[src/rtl/wb_stage.sv]
// RV32I write-back stage: one-entry WB register fed from MEM with load alignment, fault detection and retire counting.
// MEM->WB latency 1 cycle; hold freezes the entry and suppresses its register-file write until released.
module wb_stage (
    input  logic        clk,
    input  logic        reset,
    input  logic        mem_valid,
    input  logic        mem_reg_write,
    input  logic [4:0]  mem_rd,
    input  logic [1:0]  mem_wb_sel,
    input  logic [2:0]  mem_funct3,
    input  logic [1:0]  mem_addr_lo,
    input  logic [31:0] mem_alu_result,
    input  logic [31:0] mem_load_data,
    input  logic [31:0] mem_pc_plus4,
    input  logic [31:0] mem_imm,
    input  logic        hold,
    output logic        wb_valid,
    output logic        reg_write,
    output logic [4:0]  rd,
    output logic [31:0] wb_data,
    output logic        load_fault,
    output logic [63:0] retire_count
);

    logic        valid_q, valid_d;
    logic        regw_q, regw_d;
    logic [4:0]  rd_q, rd_d;
    logic [31:0] data_q, data_d;
    logic        fault_q, fault_d;
    logic [63:0] retire_q, retire_d;

    logic [7:0]  ld_byte;
    logic [15:0] ld_half;
    logic [31:0] load_res;
    logic        load_bad;

    assign ld_byte = mem_load_data[{mem_addr_lo, 3'b000} +: 8];
    assign ld_half = mem_load_data[{mem_addr_lo[1], 4'b0000} +: 16];

    always_comb begin
        load_res = 32'd0;
        load_bad = 1'b0;
        unique case (mem_funct3)
            3'b000:  load_res = {{24{ld_byte[7]}}, ld_byte};
            3'b100:  load_res = {24'd0, ld_byte};
            3'b001: begin
                load_res = {{16{ld_half[15]}}, ld_half};
                load_bad = mem_addr_lo[0];
            end
            3'b101: begin
                load_res = {16'd0, ld_half};
                load_bad = mem_addr_lo[0];
            end
            3'b010: begin
                load_res = mem_load_data;
                load_bad = (mem_addr_lo != 2'b00);
            end
            default: load_bad = 1'b1;
        endcase
    end

    always_comb begin
        valid_d  = valid_q;
        regw_d   = regw_q;
        rd_d     = rd_q;
        data_d   = data_q;
        fault_d  = fault_q;
        retire_d = retire_q;
        if (!hold) begin
            // The outgoing entry retires on the same edge that replaces it.
            if (valid_q && !fault_q) begin
                retire_d = retire_q + 64'd1;
            end
            valid_d = mem_valid;
            regw_d  = mem_reg_write;
            rd_d    = mem_rd;
            fault_d = mem_valid && (mem_wb_sel == 2'b01) && load_bad;
            unique case (mem_wb_sel)
                2'b00:   data_d = mem_alu_result;
                2'b01:   data_d = load_bad ? 32'd0 : load_res;
                2'b10:   data_d = mem_pc_plus4;
                default: data_d = mem_imm;
            endcase
        end
    end

    always_ff @(posedge clk or posedge reset) begin
        if (reset) begin
            valid_q  <= 1'b0;
            regw_q   <= 1'b0;
            rd_q     <= 5'd0;
            data_q   <= 32'd0;
            fault_q  <= 1'b0;
            retire_q <= 64'd0;
        end else begin
            valid_q  <= valid_d;
            regw_q   <= regw_d;
            rd_q     <= rd_d;
            data_q   <= data_d;
            fault_q  <= fault_d;
            retire_q <= retire_d;
        end
    end

    assign wb_valid     = valid_q;
    assign rd           = rd_q;
    assign wb_data      = data_q;
    assign load_fault   = fault_q;
    assign retire_count = retire_q;
    assign reg_write    = valid_q && regw_q && (rd_q != 5'd0) && !fault_q && !hold && !reset;

endmodule
[config.mk]
export PLATFORM = sky130hd
export DESIGN_NAME = wb_stage
export DESIGN_NICKNAME = d
export VERILOG_FILES = /design/src/rtl/wb_stage.sv
export SDC_FILE = /design/constraint.sdc
export NUM_CORES = 1
export LEC_CHECK = 0
export CORE_MARGIN = 3
export CORE_UTILIZATION = 26
export CTS_CLUSTER_SIZE = 24
export DETAILED_ROUTE_END_ITERATION = 10
export PLACE_DENSITY_LB_ADDON = 0.25
export REMOVE_ABC_BUFFERS = 1
export SLEW_MARGIN = 20
export SYNTH_ARGS = -nofsm -noshare
export SYNTH_HDL_FRONTEND = slang
export SYNTH_SLANG_ARGS = --single-unit
[constraint.sdc]
create_clock -name clk -period 4.45 [get_ports clk]
set_input_delay 0.89 -clock clk [delete_from_list [all_inputs] [get_ports clk]]
set_output_delay 0.89 -clock clk [all_outputs]
set_load 0.02 [all_outputs]
==> Implementation_results.wiki <==
{| class="wikitable"
! Metric !! Value
|-
| Outcome || finished, final reports clean
|-
| Required @ worst endpoint || 3560 ps
|-
| Finish-stage setup viols || 0
|-
| Kind of end point of the critical path || primary output
|-
| Number of buffers on the longest clock path || 2
|-
| Part of the total power dissipated in combinational logic || roughly a quarter
|-
| Peak supply drop || ~0.12 mV
|-
| Area after detailed placement || 8500 um2
|-
| Clock Root Buffer || sky130_fd_sc_hd__clkbuf_16
|-
| WP buf/inv || 3
|-
| Final sum of negative setup slack || 0 ps
|-
| Largest net degree at the start of global routing || 70
|-
| Via count of the first global-routing pass || around 5,500
|-
| Post-detailed-route count of antenna-violating nets || 0
|-
| Proportion of power drawn by the clock network || 32.1%
|-
| Total count of max-transition violations in the final report || 0
|-
| Pin slew with the least headroom to its limit || around 800 ps
|-
| Sw Share || 29.7%
|-
| Most common cell after layout, fill and taps aside || sky130_fd_sc_hd__clkdlybuf4s50_1
|-
| #FFs+latches synth || ~100
|-
| Final critical-path setup slack || between 1000 and 1500 ps
|-
| Data arrival, critical path || 2240 ps
|-
| Total power per unit cell area || 276 nW/um2
|-
| Remaining Overflow, GRT || 0
|-
| Clock-pin transition on the worst setup and hold timing paths || around 70 ps
|-
| Via Count || roughly 5,600
|-
| Number of instances resized during post-cts repair || 0
|-
| Portion of synthesized cell area occupied by the leading cell type || between 40% and 50%
|-
| Achievable Freq || ~0.32 GHz
|-
| Final Hold Slack || approximately 480 ps
|-
| Core Box Area || 21,400 um2
|-
| Top cells by area, synth || sky130_fd_sc_hd__dfrtp_1, sky130_fd_sc_hd__xnor2_1, sky130_fd_sc_hd__nand4_1
|-
| Fraction of final layout cells sized beyond drive strength 1 || ~5.6%
|-
| Number of nets at the end of the flow || between 900 and 1,000
|-
| Period utilization || 70.3%
|-
| Sequential power share || between 40% and 50%
|-
| Setup WS pre-CTS || around 1100 ps
|-
| Delay of the slowest cell on the worst path || between 600 and 700 ps
|-
| Max-cap violations || 0
|-
| Average wire per cell in the routed design || between 15 and 20 um
|-
| Number of H-tree levels || 3
|-
| Full die area || ~24,000 um2
|-
| Crit path launch type || input pin
|-
| Initial antenna violation count || 0
|-
| Detailed-routing iteration count for the pre-antenna-repair pass || 5
|-
| Total Routing Usage GR || between 10% and 20%
|-
| Row count || between 50 and 60
|-
| Clock tree from TritonCTS || done
|-
| LEAKAGE || roughly 3.5 nW
|-
| Aggregate routed wire length || slightly above 20 mm
|-
| Die Span X || 155 um
|-
| HPWL after detailed placement || between 15 and 20 mm
|-
| Buffers on Ports || between 200 and 250
|-
| Cell-by-cell listing of the critical path || clkdlybuf4s50_1, inv_4, o2111a_1, clkdlybuf4s50_1
|-
| Source-to-sink clock delay at the later pin of the worst-skew pair || approximately 350 ps
|-
| Average instance area after synthesis || 9.45 um2
|-
| Postcts setup bufs || 0
|-
| Non-filler instance count after layout || roughly 1,100
|-
| Synthesis-to-layout area growth || 53.2%
|-
| Leading area contributor after synthesis || sky130_fd_sc_hd__dfrtp_1
|-
| Last weighted congestion value of the routability-driven placer || roughly 0.88
|-
| Drt first-iter violations || approximately 170
|-
| Internal cell power || 1.71 mW
|-
| Commonest non-fill, non-tap cells in the layout || sky130_fd_sc_hd__clkdlybuf4s50_1, sky130_fd_sc_hd__dfrtp_1, sky130_fd_sc_hd__nand2_1
|-
| Yosys warnings || 0
|-
| Initial Util || between 20% and 30%
|-
| Fin area || 8790 um2
|-
| Share of the yosys chip area belonging to registers || 45.4%
|-
| Num CTS Buffers || 9
|-
| Yosys cell types || 40
|-
| Instance count of the mapped netlist || ~610
|-
| Relative max-transition margin || a little under half
|-
| Crit Path Max Fanout || 2
|-
| Setup repair after global routing missed its margin || false
|-
| Clock tree sinks || approximately 100
|-
| Chip height || roughly 150 um
|-
| Layout Skew || 9.18 ps
|-
| Slowest cell on crit path || sky130_fd_sc_hd__clkdlybuf4s50_1
|-
| Count of endpoints failing hold in the final timing report || 0
|-
| Shortest period the worst path allows || approximately 3100 ps
|-
| Number of fill cells || between 2,000 and 2,500
|-
| Wire length of the first global-routing pass || ~32 mm
|-
| Crit path kind || in -> out
|-
| Diode count || 0
|-
| Post-detailed-route via-to-cell ratio || approximately 5.0
|-
| Cell Count Post-Placement || around 1,100
|-
| Io pins || 249
|-
| Count of hold buffers inserted by post-cts repair || 0
|-
| Tightest Hold Check Type || reg -> reg
|-
| Cell class contributing the biggest share of worst-path delay || buffers and inverters
|-
| Area of the mapped netlist || about 5700 um2
|-
| Net switching component of the power || about 0.7 mW
|-
| Most Frequent Cell on Critical Path || sky130_fd_sc_hd__clkdlybuf4s50_1
|-
| # DRC || 0
|}
==> state kept, by name, summed over array words and instances (netlist names) <==
name and cells:
load_fault 1, retire_count 64, rd 5, wb_valid 1, regw_q 1, wb_data 32
==> path summary, 6_finish.rpt <==
| path | start | to | slack (ps) | cells after the start |
|---|---|---|---|---|
| hold / removal | retire_count[63] | retire_count[63] | 480 | 1 |
| max in group asynchronous | reset | retire_count[37] | 2100 | 4 |
| setup / recovery | reset | reg_write | 1320 | 4 |
| setup reg to reg | retire_count[0] | retire_count[18] | 2140 | 6 |
| min in group asynchronous | reset | rd[1] | 1130 | 3 |
| hold reg to reg | retire_count[63] | retire_count[63] | 480 | 1 |
==> cell families (layout without fill, tap and decap cells) <==
kind of cell               count (synthesis)  after routing  share of synthesized area (%)
xor gates and xnor gates                  63             63                           9.62
AOI/OAI and AO/OA                        125            125                           14.8
adders and majority gates                  1              1                          0.218
and+or+nand+nor                          247            247                           22.5
muxes                                     24             24                           4.60
buffers and inverters                     43            280                           2.92
DFF                                      104            104                           45.4
==> per-layer routing <==
layer | vias to the layer above | GRT usage (%) | share of wire, %
li1 | 2675 | - | -
met1 | 2626 | 21.3 | 41
met2 | 228 | 27.2 | 47
met3 | 33 | 5.65 | 8.8
met4 | 0 | 5.80 | 2.7
met5 | - | 0 | 0
==> synth_stat cells <==
| cell | count |
|---|---|
| sky130_fd_sc_hd__dfrtp_1 | 104 |
| sky130_fd_sc_hd__nand2_1 | 57 |
| sky130_fd_sc_hd__nor2_1 | 57 |
| sky130_fd_sc_hd__xnor2_1 | 49 |
| sky130_fd_sc_hd__nand4_1 | 36 |
| sky130_fd_sc_hd__clkbuf_1 | 30 |
| sky130_fd_sc_hd__a21oi_1 | 24 |
| sky130_fd_sc_hd__o22ai_1 | 23 |
| sky130_fd_sc_hd__nand3_1 | 21 |
| sky130_fd_sc_hd__nor2b_1 | 19 |
| sky130_fd_sc_hd__and3_1 | 18 |
| sky130_fd_sc_hd__o31ai_1 | 17 |
| sky130_fd_sc_hd__a31oi_1 | 16 |
| sky130_fd_sc_hd__o21a_1 | 16 |
| sky130_fd_sc_hd__mux2i_1 | 14 |
| sky130_fd_sc_hd__nor3_1 | 14 |
| sky130_fd_sc_hd__xor2_1 | 14 |
| sky130_fd_sc_hd__mux2_2 | 9 |
| sky130_fd_sc_hd__a221oi_1 | 8 |
| sky130_fd_sc_hd__and4_1 | 8 |
| sky130_fd_sc_hd__a211oi_1 | 7 |
| sky130_fd_sc_hd__a2bb2oi_1 | 7 |
| sky130_fd_sc_hd__and2_1 | 6 |
| sky130_fd_sc_hd__buf_2 | 5 |
| sky130_fd_sc_hd__inv_1 | 5 |
| sky130_fd_sc_hd__buf_1 | 3 |
| sky130_fd_sc_hd__o21ai_0 | 3 |
| sky130_fd_sc_hd__nand2b_1 | 2 |
| sky130_fd_sc_hd__nand3b_1 | 2 |
| sky130_fd_sc_hd__nor3b_2 | 2 |
| sky130_fd_sc_hd__nor4_4 | 2 |
| sky130_fd_sc_hd__a2111oi_0 | 1 |
| sky130_fd_sc_hd__a21oi_2 | 1 |
| sky130_fd_sc_hd__a22oi_1 | 1 |
| sky130_fd_sc_hd__and4b_1 | 1 |
| sky130_fd_sc_hd__ha_1 | 1 |
| sky130_fd_sc_hd__mux4_2 | 1 |
| sky130_fd_sc_hd__o2111a_1 | 1 |
| sky130_fd_sc_hd__or3b_1 | 1 |
| sky130_fd_sc_hd__or4_1 | 1 |
==> worst reg2reg max path: cells and delay by family, from the launching register on <==
family        cells  cell delay (ps)
simple gates      4             1300
flops             1              500
fa+ha+maj         1              310
xor+xnor          1              140
==> power by group through the flow <==
stage	clock network [mW]	logic (mW)	registers, mW
after detailed placement	0	0.583	1.09
after floorplan	0	0.165	1.15
final	0.779	0.576	1.07
after CTS	0.802	0.585	1.07
after global routing	0.841	0.624	1.08
after global placement	0	0.581	1.09
==> metrics by stage <==
| step | power, mW | util (%) |
|---|---|---|
| 2_1_floorplan | 1.31 | - |
| 6_report | 2.43 | 41.1 |
| 4_1_cts | 2.46 | 41.1 |
| 5_1_grt | 2.55 | 41.1 |
| 3_5_place_dp | 1.67 | 39.8 |
| 3_3_place_gp | 1.67 | 39.8 |
==> final cells by class <==
cell class	instances	area, um2	share of cell area [%]
clock buffers	10	239	2.72
clock inverters	6	42.5	0.484
inverters	5	21.3	0.242
multi-input cells	460	2980	33.9
flip-flops and latches	104	2600	29.6
well taps	275	344	3.92
repair buffers	259	2560	29.1
Note: power is estimated with default switching activity, not from simulation.
